$ cat config.mk
export PLATFORM = sky130hd
export DESIGN_NAME = predictor_table
export DESIGN_NICKNAME = d
export VERILOG_FILES = /design/src/rtl/predictor_table.sv
export SDC_FILE = /design/constraint.sdc
export NUM_CORES = 1
export LEC_CHECK = 0
export CAP_MARGIN = 40
export CORE_UTILIZATION = 40
export DETAILED_ROUTE_END_ITERATION = 12
export GPL_ROUTABILITY_DRIVEN = 0
export SYNTH_ARGS = -nofsm -noshare
export SYNTH_HDL_FRONTEND = slang
export SYNTH_SLANG_ARGS = --single-unit
export TNS_END_PERCENT = 20
$ cat constraint.sdc
create_clock -name clk -period 2.6 [get_ports clk]
set_clock_uncertainty 0.2 [all_clocks]
set_input_delay 0.52 -clock clk [delete_from_list [all_inputs] [get_ports clk]]
set_output_delay 0.52 -clock clk [all_outputs]
set_load 0.1 [all_outputs]
$ cat src/rtl/predictor_table.sv
// Table of saturating counters predicting branch direction, with mispredict stats.
// Define PT_GSHARE_EN to hash the request index with a global history register.
module predictor_table #(
    parameter int CTR_W  = 2,
    parameter int IDX_W  = 4,
    parameter int GHR_W  = 4,
    parameter int STAT_W = 16
) (
    input  logic              clk,
    input  logic              rst_n,
    input  logic              request,
    input  logic [IDX_W-1:0]  req_idx,
    output logic              pred_valid,
    output logic              prediction,
    output logic [IDX_W-1:0]  pred_idx,
    input  logic              result,
    input  logic [IDX_W-1:0]  upd_idx,
    input  logic              taken,
    input  logic              upd_pred,
    output logic [STAT_W-1:0] mispredicts
);

    localparam int DEPTH = 1 << IDX_W;
    localparam logic [CTR_W-1:0] CTR_INIT = CTR_W'((1 << (CTR_W - 1)) - 1);
    localparam logic [CTR_W-1:0] CTR_MAX = '1;
    localparam logic [STAT_W-1:0] STAT_MAX = '1;

    logic [CTR_W-1:0] table_q [DEPTH];
    logic [IDX_W-1:0] idx;
    logic [CTR_W-1:0] upd_ctr;
    logic [CTR_W-1:0] upd_next;
    logic             miss;

`ifdef PT_GSHARE_EN
    logic [GHR_W-1:0] ghr;

    // Old history hashes the request even when a result lands this cycle.
    assign idx = req_idx ^ IDX_W'(ghr);

    always_ff @(posedge clk or negedge rst_n) begin
        if (!rst_n) begin
            ghr <= '0;
        end else if (result) begin
            ghr <= GHR_W'({ghr, taken});
        end
    end
`else
    assign idx = req_idx;
`endif

    assign upd_ctr = table_q[upd_idx];
    assign miss    = result && (taken != upd_pred);

    always_comb begin
        upd_next = upd_ctr;
        if (taken) begin
            if (upd_ctr != CTR_MAX) upd_next = upd_ctr + 1'b1;
        end else begin
            if (upd_ctr != '0) upd_next = upd_ctr - 1'b1;
        end
    end

    always_ff @(posedge clk or negedge rst_n) begin
        if (!rst_n) begin
            for (int i = 0; i < DEPTH; i++) begin
                table_q[i] <= CTR_INIT;
            end
        end else if (result) begin
            table_q[upd_idx] <= upd_next;
        end
    end

    // Reads the pre-update counter, so a same-cycle update is not forwarded.
    always_ff @(posedge clk or negedge rst_n) begin
        if (!rst_n) begin
            pred_valid <= 1'b0;
            prediction <= 1'b0;
            pred_idx   <= '0;
        end else if (request) begin
            pred_valid <= 1'b1;
            prediction <= table_q[idx][CTR_W-1];
            pred_idx   <= idx;
        end else begin
            pred_valid <= 1'b0;
        end
    end

    always_ff @(posedge clk or negedge rst_n) begin
        if (!rst_n) begin
            mispredicts <= '0;
        end else if (miss && mispredicts != STAT_MAX) begin
            mispredicts <= mispredicts + 1'b1;
        end
    end

endmodule

==> flow_summary.json <==
{
  "synth_seq_area_share_pct": 49.8,
  "layout_min_cycle_time_ns": 2.48,
  "syn_to_final_growth_pct": 25.7,
  "ys_dominant_reg_cell": "dfrtp_1",
  "cts.path.max_buffers": 2,
  "postSynthAreaPerCell_sq_um": 11.8,
  "setup_viol": 0,
  "whs_ns": -0.0119,
  "cts_tree": "built",
  "grt_usage_pct": 17.4,
  "grt_overflow": 0,
  "cts_sinks": 54,
  "r2r_end": "table_q[1]$_DFFE_PN0P_",
  "required_ns": 2.60,
  "drc_errors": 0,
  "synthesis.area_sq_um": 2760,
  "max_clock_freq_mhz": 403,
  "wirelength_um": 5800,
  "via_per_inst": 5.36,
  "power.density_nw_per_um2": 901,
  "final_core_utilization_pct": 53.3,
  "critical_path.slowest_cell": "clkdlybuf4s50_1",
  "reg2reg_depth": 4,
  "grt_max_degree": 31,
  "final_nets": 311,
  "status": "finished, violations left",
  "routedWlPerCell_um": 15.5,
  "critPathBufInv": 1,
  "path_delay_family": "multiplexers",
  "cp-start-kind": "input pin",
  "clk_pin_slew_worst_paths_ns": 0.11,
  "arrival_ns": 2.49,
  "r2r_start": "table_q[5]$_DFFE_PN0P_",
  "synthTopCellsByArea": "dfrtp_1 35%, dfstp_2 15%, mux2_2 13%, mux4_2 7.4%, mux2i_1 4.0%",
  "vias": 2004,
  "crit_path_cell_trace": "clkdlybuf4s50_1 -> mux4_2 -> mux2_4 -> maj3_2 -> mux2_2",
  "die_area_sq_um": 7220,
  "p_leak_nw": 1.51,
  "synth_nets": 249,
  "drive_gt1_share_pct": 39.4,
  "finalHoldViolations": 17,
  "dp.cells": 365,
  "drt_pass1_iterations": 4,
  "rows": 29,
  "yosysWarningCount": 0,
  "numCtsBuffers": 5,
  "antenna_found_initial": 0,
  "worst_slack_ns": 0.117,
  "drv_cap": 0,
  "slew_headroom_pct": 61.1,
  "synth_area_leader_cell": "dfrtp_1",
  "violations": "negative hold slack",
  "regArea_sq_um": 1370,
  "core_sq_um": 6490,
  "synthTopCellsByCount": "38 x dfrtp_1, 33 x mux2_2, 25 x nor2_1",
  "cts-root-buf": "clkbuf_8",
  "yosysMostFrequentCell": "dfrtp_1",
  "die_w_um": 85.0,
  "synth_cells": 234,
  "grt_pass1_wl_um": 9780,
  "ys_types": 34,
  "crit_type": "in -> reg",
  "async_flop_share_pct": 100,
  "drt-initial-drc-count": 85,
  "rsz0062_at_grt": "no",
  "diodes": 0,
  "critical_path.endpoint_type": "flop",
  "worstMarginPinSlew_ns": 0.583,
  "synth_edf_count": 0,
  "die_y_um": 85.0,
  "dpl_worst_slack_ns": -0.298,
  "num_io_pins": 36,
  "tns_ns": 0,
  "postRouteAntennaNets": 0,
  "rrSetupSlack_ns": 0.46,
  "worstPathMaxFanout": 8,
  "drv_slew": 0,
  "synth.top_cell.area_share_pct": 34.5,
  "h-tree-depth": 2,
  "fill_cells": 566,
  "port_buffers": 35,
  "clk_latency_ns": 0.32,
  "hold_class": "in -> async",
  "multi_input_area_sq_um": 1350,
  "critPathMaxStageDelay_ns": 0.65,
  "grt_pass1_vias": 1992,
  "finalCritPeriodShare_pct": 95.5,
  "power_mw": 3.12,
  "place_hpwl_um": 4340,
  "ys_seq_elements": 54,
  "initial_utilization_pct": 42.4,
  "final_cells": 374,
  "irDropWorstVdd_v": 0.000724
}
==> cells by family after synthesis <==
family	after synthesis	synth area share [%]
simple gates	82	14.1
flops	54	49.8
mux	53	24.8
compound gates	17	3.54
xor+xnor	14	4.45
buf+inv	10	1.63
fa+ha+maj	4	1.63
==> cell type report <==
class                   instances  area share [%]
well taps                      77            2.78
clock inverters                 3            1.30
repair buffers                 61            14.9
multi-input cells             170            39.0
inverters                       4           0.434
clock buffers                   5            1.99
flip-flops and latches         54            39.6
==> placed cells by master, fill, tap and decap left out, types with 3 or more instances in the layout <==
cell / synthesis / layout
a21oi_1: 7 / 7
buf_4: 1 / 45
clkbuf_8: 0 / 5
clkdlybuf4s50_1: 0 / 11
dfrtp_1: 38 / 38
dfstp_2: 16 / 16
inv_1: 4 / 4
mux2_2: 33 / 30
mux2_4: 0 / 3
mux2i_1: 11 / 11
mux4_2: 9 / 9
nand2_1: 16 / 16
nand2b_1: 3 / 3
nand3_1: 11 / 11
nand4_1: 4 / 4
nor2_1: 25 / 25
nor2b_1: 4 / 4
nor3_1: 10 / 10
o21ai_0: 5 / 5
xnor2_1: 8 / 8
xor2_1: 6 / 6
==> stage by stage <==
stage / hold slack (ns) / area, sq um
floorplan: 0.0244 / 2760
global placement: 0.267 / 3320
detailed placement: 0.273 / 3320
CTS: 0.00927 / 3440
global route: 0.0301 / 3460
finish: -0.0119 / 3460
==> worst reg2reg max path: stages (launching register included) <==
cell     delay, ns
dfrtp_1       0.42
mux4_2        0.45
mux2_2        0.30
maj3_2        0.37
mux2_2        0.28
==> where the power goes <==
group | leakage, nW | switching [mW] | internal, mW | total (mW)
Clock | 0.0504 | 0.295 | 0.287 | 0.581
Sequential | 0.647 | 0.182 | 1.12 | 1.30
Combinational | 0.813 | 0.767 | 0.472 | 1.24
Total | 1.51 | 1.24 | 1.88 | 3.12
==> worst max-delay path by stage <==
stage,from,endpoint,slack (ns),cells after the start
finish,upd_idx[3],table_q[1]$_DFFE_PN0P_,0.12,5
global route,upd_idx[3],table_q[26]$_DFFE_PN1P_,0.01,7
CTS,upd_idx[1],table_q[7]$_DFFE_PN0P_,0.03,6
detailed placement,upd_idx[1],table_q[7]$_DFFE_PN0P_,-0.30,6
global placement,upd_idx[1],table_q[23]$_DFFE_PN0P_,-0.29,6
floorplan,mispredicts[0]$_DFFE_PN0P_,mispredicts[14]$_DFFE_PN0P_,0.006,5
==> per-layer routing <==
| layer | share of wire (%) | global-route usage [%] |
|---|---|---|
| met1 | 46 | 23.0 |
| met5 | 0 | 0 |
| met2 | 49 | 28.9 |
| met4 | 1.2 | 5.55 |
| met3 | 3.9 | 3.31 |
==> registers in the layout (all words and copies together) (netlist names) <==
name         count
table_q         32
mispredicts     16
pred_idx         4
pred_valid       1
prediction       1
==> repair_timing <==
action,4_1_cts,5_1_grt
setup buffers,0,1
gates resized for setup,0,5
hold buffers,0,0
endpoints found under the setup margin,0,8
Note: power is estimated with default switching activity, not from simulation.
